===== src/rtl/rtc_pkg.sv =====
// Shared constants for the RTC bus responder: register map and BCD field limits.
package rtc_pkg;

    localparam logic [7:0] ADDR_ST2      = 8'h02;
    localparam logic [7:0] ADDR_TIM_EN   = 8'h03;
    localparam logic [7:0] ADDR_SEG      = 8'h21;
    localparam logic [7:0] ADDR_MIN      = 8'h22;
    localparam logic [7:0] ADDR_HORA     = 8'h23;
    localparam logic [7:0] ADDR_DIA      = 8'h24;
    localparam logic [7:0] ADDR_MES      = 8'h25;
    localparam logic [7:0] ADDR_ANIO     = 8'h26;
    localparam logic [7:0] ADDR_SEG_TIM  = 8'h41;
    localparam logic [7:0] ADDR_MIN_TIM  = 8'h42;
    localparam logic [7:0] ADDR_HORA_TIM = 8'h43;
    localparam logic [7:0] TRANSFER_ADDR = 8'hF0;

    localparam logic [7:0] BCD_MAX_MS    = 8'h59;
    localparam logic [7:0] BCD_MAX_HOUR  = 8'h23;

    // Slot numbers of the six time fields inside the live/shadow banks.
    localparam int T_SEG  = 0;
    localparam int T_MIN  = 1;
    localparam int T_HORA = 2;
    localparam int T_DIA  = 3;
    localparam int T_MES  = 4;
    localparam int T_ANIO = 5;
    localparam int N_TIME = 6;

endpackage


===== src/rtl/bcd_inc.sv =====
// Two-digit BCD incrementer with wrap at a field maximum; invalid input wraps to 0x00.
module bcd_inc (
    input  logic [7:0] value,
    input  logic [7:0] max,
    output logic [7:0] next,
    output logic       carry
);

    always_comb begin
        next  = value + 8'd1;
        carry = 1'b0;
        if ((value[3:0] > 4'd9) || (value >= max)) begin
            next  = 8'h00;
            carry = 1'b1;
        end else if (value[3:0] == 4'd9) begin
            next = {value[7:4] + 4'd1, 4'h0};
        end
    end

endmodule


===== src/rtl/rtc_bus_responder.sv =====
// Device side of the RTC multiplexed bus: address latch, register map with
// shadow/live time banks committed through TRANSFER_ADDR, and a BCD 1 Hz time base.
module rtc_bus_responder
    import rtc_pkg::*;
(
    input  logic       clk,
    input  logic       reset,
    input  logic       a_d,
    input  logic       cs,
    input  logic       rd,
    input  logic       wr,
    input  logic [7:0] dat_in,
    input  logic       tick_1hz,
    output logic [7:0] dat_out,
    output logic       dat_oe
);

    // Bus protocol: a write is the rising edge of wr while cs is low; a_d at that
    // edge selects address (0) or data (1) phase. The event is registered and
    // applied one edge later. A read is the level cs=0, a_d=1, rd=0; the responder
    // drives dat_out/dat_oe from the following edge for as long as it persists.
    logic       wr_q, wr_d;
    logic       wr_ev_q, wr_ev_d;
    logic       wr_ad_q, wr_ad_d;
    logic [7:0] wr_dat_q, wr_dat_d;
    logic [7:0] addr_q, addr_d;
    logic [7:0] st2_q, st2_d;
    logic [7:0] tim_en_q, tim_en_d;
    logic [7:0] seg_tim_q, seg_tim_d;
    logic [7:0] min_tim_q, min_tim_d;
    logic [7:0] hora_tim_q, hora_tim_d;
    logic [7:0] live_q   [N_TIME];
    logic [7:0] live_d   [N_TIME];
    logic [7:0] shadow_q [N_TIME];
    logic [7:0] shadow_d [N_TIME];
    logic [7:0] dat_out_q, dat_out_d;
    logic       dat_oe_q, dat_oe_d;

    logic       data_we, commit, rd_cond;
    logic [7:0] rd_data;
    logic [7:0] seg_nx, min_nx, hora_nx;
    logic       seg_c, min_c, hora_c;

    bcd_inc u_inc_seg (
        .value (live_q[T_SEG]),
        .max   (BCD_MAX_MS),
        .next  (seg_nx),
        .carry (seg_c)
    );

    bcd_inc u_inc_min (
        .value (live_q[T_MIN]),
        .max   (BCD_MAX_MS),
        .next  (min_nx),
        .carry (min_c)
    );

    bcd_inc u_inc_hora (
        .value (live_q[T_HORA]),
        .max   (BCD_MAX_HOUR),
        .next  (hora_nx),
        .carry (hora_c)
    );

    always_comb begin
        rd_data = 8'h00;
        case (addr_q)
            ADDR_ST2:      rd_data = st2_q;
            ADDR_TIM_EN:   rd_data = tim_en_q;
            ADDR_SEG:      rd_data = live_q[T_SEG];
            ADDR_MIN:      rd_data = live_q[T_MIN];
            ADDR_HORA:     rd_data = live_q[T_HORA];
            ADDR_DIA:      rd_data = live_q[T_DIA];
            ADDR_MES:      rd_data = live_q[T_MES];
            ADDR_ANIO:     rd_data = live_q[T_ANIO];
            ADDR_SEG_TIM:  rd_data = seg_tim_q;
            ADDR_MIN_TIM:  rd_data = min_tim_q;
            ADDR_HORA_TIM: rd_data = hora_tim_q;
            default:       rd_data = 8'h00;
        endcase
    end

    always_comb begin
        wr_d       = wr;
        wr_ev_d    = !cs && !wr_q && wr;
        wr_ad_d    = a_d;
        wr_dat_d   = dat_in;
        addr_d     = addr_q;
        st2_d      = st2_q;
        tim_en_d   = tim_en_q;
        seg_tim_d  = seg_tim_q;
        min_tim_d  = min_tim_q;
        hora_tim_d = hora_tim_q;
        for (int i = 0; i < N_TIME; i++) begin
            live_d[i]   = live_q[i];
            shadow_d[i] = shadow_q[i];
        end

        data_we = wr_ev_q && wr_ad_q;
        commit  = data_we && (addr_q == TRANSFER_ADDR);

        if (wr_ev_q && !wr_ad_q) begin
            addr_d = wr_dat_q;
        end

        if (data_we) begin
            case (addr_q)
                ADDR_ST2:      st2_d            = wr_dat_q;
                ADDR_TIM_EN:   tim_en_d         = wr_dat_q;
                ADDR_SEG_TIM:  seg_tim_d        = wr_dat_q;
                ADDR_MIN_TIM:  min_tim_d        = wr_dat_q;
                ADDR_HORA_TIM: hora_tim_d       = wr_dat_q;
                ADDR_SEG:      shadow_d[T_SEG]  = wr_dat_q;
                ADDR_MIN:      shadow_d[T_MIN]  = wr_dat_q;
                ADDR_HORA:     shadow_d[T_HORA] = wr_dat_q;
                ADDR_DIA:      shadow_d[T_DIA]  = wr_dat_q;
                ADDR_MES:      shadow_d[T_MES]  = wr_dat_q;
                ADDR_ANIO:     shadow_d[T_ANIO] = wr_dat_q;
                default:       ;
            endcase
        end

        // Commit overrides a coincident tick, so a freshly set time is never bumped.
        if (commit) begin
            for (int i = 0; i < N_TIME; i++) begin
                live_d[i] = shadow_q[i];
            end
        end else if (tick_1hz) begin
            live_d[T_SEG] = seg_nx;
            if (seg_c) begin
                live_d[T_MIN] = min_nx;
                // The hour carry stops here: day/month/year never advance.
                if (min_c) begin
                    live_d[T_HORA] = hora_c ? 8'h00 : hora_nx;
                end
            end
        end

        rd_cond   = !cs && a_d && !rd;
        dat_oe_d  = rd_cond;
        dat_out_d = rd_cond ? rd_data : dat_out_q;
    end

    always_ff @(posedge clk or negedge reset) begin
        if (!reset) begin
            wr_q       <= 1'b1;
            wr_ev_q    <= 1'b0;
            wr_ad_q    <= 1'b0;
            wr_dat_q   <= 8'h00;
            addr_q     <= 8'h00;
            st2_q      <= 8'h00;
            tim_en_q   <= 8'h00;
            seg_tim_q  <= 8'h00;
            min_tim_q  <= 8'h00;
            hora_tim_q <= 8'h00;
            for (int i = 0; i < N_TIME; i++) begin
                live_q[i]   <= 8'h00;
                shadow_q[i] <= 8'h00;
            end
            dat_out_q  <= 8'h00;
            dat_oe_q   <= 1'b0;
        end else begin
            wr_q       <= wr_d;
            wr_ev_q    <= wr_ev_d;
            wr_ad_q    <= wr_ad_d;
            wr_dat_q   <= wr_dat_d;
            addr_q     <= addr_d;
            st2_q      <= st2_d;
            tim_en_q   <= tim_en_d;
            seg_tim_q  <= seg_tim_d;
            min_tim_q  <= min_tim_d;
            hora_tim_q <= hora_tim_d;
            for (int i = 0; i < N_TIME; i++) begin
                live_q[i]   <= live_d[i];
                shadow_q[i] <= shadow_d[i];
            end
            dat_out_q  <= dat_out_d;
            dat_oe_q   <= dat_oe_d;
        end
    end

    assign dat_out = dat_out_q;
    assign dat_oe  = dat_oe_q;

endmodule


===== config.mk =====
export PLATFORM = sky130hd
export DESIGN_NAME = rtc_bus_responder
export DESIGN_NICKNAME = d
export VERILOG_FILES = /design/src/rtl/rtc_pkg.sv /design/src/rtl/bcd_inc.sv /design/src/rtl/rtc_bus_responder.sv
export SDC_FILE = /design/constraint.sdc
export NUM_CORES = 1
export LEC_CHECK = 0
export ABC_AREA = 1
export CORE_ASPECT_RATIO = 0.9
export CORE_UTILIZATION = 50
export CTS_BUF_LIST = sky130_fd_sc_hd__clkbuf_8 sky130_fd_sc_hd__clkbuf_16
export CTS_CLUSTER_SIZE = 24
export DETAILED_ROUTE_END_ITERATION = 10
export HOLD_SLACK_MARGIN = 0.1
export PLACE_DENSITY_LB_ADDON = 0.12
export SLEW_MARGIN = 20
export SYNTH_ARGS = -nofsm -noshare
export SYNTH_HDL_FRONTEND = slang
export SYNTH_SLANG_ARGS = --single-unit

===== constraint.sdc =====
create_clock -name clk -period 2.7 [get_ports clk]
set_input_delay 0.54 -clock clk [delete_from_list [all_inputs] [get_ports clk]]
set_output_delay 0.54 -clock clk [all_outputs]
set_load 0.02 [all_outputs]

==> impl_metrics.py <==
metrics = {
    "global_routing": {
        "grt_max_degree": 62,
        "met2_usage": 0.387,
        "track_usage": 0.258,
        "gr-max-usage-layer": "met2",
        "globalRouteOverflowTotal": 0,
        "grt_pass1_wl_um": 31500,
        "met1_usage": 0.380,
        "grt_pass1_vias": 5892,
        "grt_use_met3": 0.0465,
        "antenna_found_initial": 0,
    },
    "yosys": {
        "synth-main-ff-cell": "dfrtp_1",
        "synth_top_cell_by_area": "dfrtp_1",
        "ys_ff_latch": 164,
        "ys_top_cells_by_area": "dfrtp_1, nand2_1, nand3_1",
        "netlist_instances": 966,
        "synth_edf_count": 0,
        "netlist.area_leader.share": 0.520,
        "synth.distinct_cells": 35,
        "synth.most_common_cell": "nand2_1",
        "syn_nets": 987,
        "async_flop_share": 1.00,
        "syn-cell-area_um2": 7840,
        "synth_top_cells_by_count": "nand2_1, dfrtp_1, nand3_1",
        "synth.avg_cell_area_um2": 8.12,
        "ys_seq_area_frac": 0.523,
        "ys_warn_count": 0,
    },
    "floorplan": {
        "pin_count": 24,
        "core-area_um2": 15400,
        "row_count": 43,
        "start_util": 0.510,
        "die-area_um2": 16200,
        "die_height_um": 121,
        "dieWidth_um": 134,
    },
    "clock_tree": {
        "cts_tree": "done",
        "cts_buffer_depth": 2,
        "clkTransAtPathRegs_ps": 70,
        "cts-root-buf": "clkbuf_16",
        "cts_buffers": 17,
        "cts.sink_count": 164,
        "h-tree-depth": 4,
        "clock_latency_ps": 440,
    },
    "worst_hold_path": {
        "min-delay-start": "shadow_q[0]$_DFFE_PN0P_",
        "min_path_type": "reg2reg",
    },
    "drt": {
        "ant_nets": 0,
        "drc": 0,
        "viasPerCell": 5.29,
        "dr_total_vias": 6374,
        "drtIter0Drc": 646,
        "wire_per_inst_um": 16.0,
        "wl_um": 19300,
        "firstDrtPassIters": 7,
    },
    "placed_design": {
        "gp_congestion": 0.883,
        "pre_cts_slack_ps": 733,
        "dp_hpwl_um": 13100,
        "port_buffers": 23,
    },
    "pwr": {
        "ir_drop_mv": 0.508,
        "p_leak_nw": 4.38,
        "p_per_area_nw_per_um2": 711,
    },
    "sta": {
        "fmax_ghz": 0.501,
        "rsz0062_at_grt": "false",
        "slew_viol_final": 0,
        "post-route-period-util": 0.740,
        "worstMarginPinSlew_ps": 640,
        "fin_worst_skew_ps": 11.4,
        "layout_min_cycle_time_ps": 2000,
        "tns_ps": 0,
        "finalHoldViolations": 0,
        "setup_slack_ps": 703,
        "final-setup-viol-count": 0,
        "maxSlewHeadroom": 0.572,
    },
    "setup_path": {
        "critical_path_class": "reg2reg",
        "cp.required_ps": 2990,
        "r2r-end": "st2_q[4]$_DFFE_PN0P_",
        "endpoint_kind": "flop",
        "crit_end": "st2_q[4]$_DFFE_PN0P_",
        "rrSetupSlack_ps": 700,
        "cp-start-kind": "flop",
        "r2r_start": "addr_q[0]$_DFFE_PN0P_",
        "path_max_fanout": 16,
        "r2r_cells": 7,
        "arrival_ps": 2280,
        "cp-startpoint": "addr_q[0]$_DFFE_PN0P_",
    },
    "flow_run": {
        "max_cap_violations": 0,
    },
    "final_layout": {
        "num-fill-cells": 1442,
        "area_growth_pct": 13.1,
        "multi_input_area_um2": 3260,
        "seq_area_um2": 4110,
        "insertedDiodeCount": 0,
        "drive_above_1_share": 0.0818,
        "fin_nets": 1011,
    },
    "outcome": {
        "status": "finished clean",
    },
}
## critical path, stage by stage, from the launching register on
cell     delay (ps)
dfrtp_1         440
inv_1           100
nand2_1         110
nor2_4          260
buf_4           260
nand3_1         400
nand2_1         180
o21ai_0         100
## cell families (layout without fill, tap and decap cells)
logic type	after synthesis	count (layout)	share of synthesized area
buffers and inverters	109	146	0.0613
AO/OA/AOI/OAI	129	129	0.0898
adder cells (fa/ha/maj)	6	6	0.00957
flip-flops	164	164	0.523
XOR/XNOR	4	4	0.00447
AND/OR/NAND/NOR	554	554	0.311
## per-layer routing
layer	part of all wire	routed length, µm
met5	0	0
met2	0.45	8620
met3	0.053	1010
met1	0.48	9340
met4	0.015	282
## state kept, by name, summed over array words and instances (netlist names)
name,count
live_q,48
addr_q,8
wr_ev_q,1
min_tim_q,8
wr_ad_q,1
seg_tim_q,8
tim_en_q,8
hora_tim_q,8
dat_oe,1
wr_dat_q,8
shadow_q,48
dat_out,8
wr_q,1
st2_q,8
## metrics by stage
step | hold slack, ps | utilization | power, mW | std cells | cell area (µm²)
after floorplan | 244 | - | 3.59 | 966 | 7840
after global placement | 459 | 0.538 | 3.91 | 1172 | 8270
after detailed placement | 460 | 0.538 | 3.93 | 1172 | 8270
after CTS | 480 | 0.576 | 6.35 | 1205 | 8870
after global routing | 502 | 0.576 | 6.62 | 1205 | 8870
final | 476 | 0.576 | 6.31 | 1205 | 8870
## how the worst min path moves through the flow
stage / end / slack [ps] / cells past startpoint
5_1_grt: shadow_q[0]$_DFFE_PN0P_ / 500 / 2
2_1_floorplan: addr_q[0]$_DFFE_PN0P_ / 240 / 0
3_5_place_dp: live_q[7]$_DFFE_PN0P_ / 460 / 2
4_1_cts: live_q[5]$_DFFE_PN0P_ / 480 / 2
6_report: live_q[0]$_DFFE_PN0P_ / 480 / 2
3_3_place_gp: live_q[41]$_DFFE_PN0P_ / 460 / 2
## placed cells by master, fill, tap and decap left out, types with 8 or more instances in the layout
| master | n |
|---|---|
| dfrtp_1 | 163 |
| nand2_1 | 340 |
| nor2_1 | 63 |
| o21ai_0 | 92 |
| o21a_1 | 20 |
| o21ai_1 | 8 |
| clkbuf_16 | 17 |
| buf_4 | 14 |
| nand3_1 | 116 |
| inv_1 | 70 |
| clkdlybuf4s50_1 | 22 |
## report_power, final
group          switching, mW  internal, mW  total (mW)
sequential             0.248          2.65        2.90
clock                   1.11          1.31        2.42
combinational          0.653         0.329       0.981
total                   2.01          4.30        6.31
## layout make-up
type | instances | share of cell area
inverter | 74 | 0.0316
clock inverter | 15 | 0.0181
clock buffer | 17 | 0.0480
timing repair buffer | 40 | 0.0436
multi-input combinational | 693 | 0.367
tap | 202 | 0.0285
sequential | 164 | 0.463
## timing repair
action / in CTS / in global routing
hold buffers: 1 / 0
setup buffers: 0 / 0
endpoints found under the hold margin: 45 / 0
resized for setup: 0 / 0
Power figures use the tool's default switching activity.
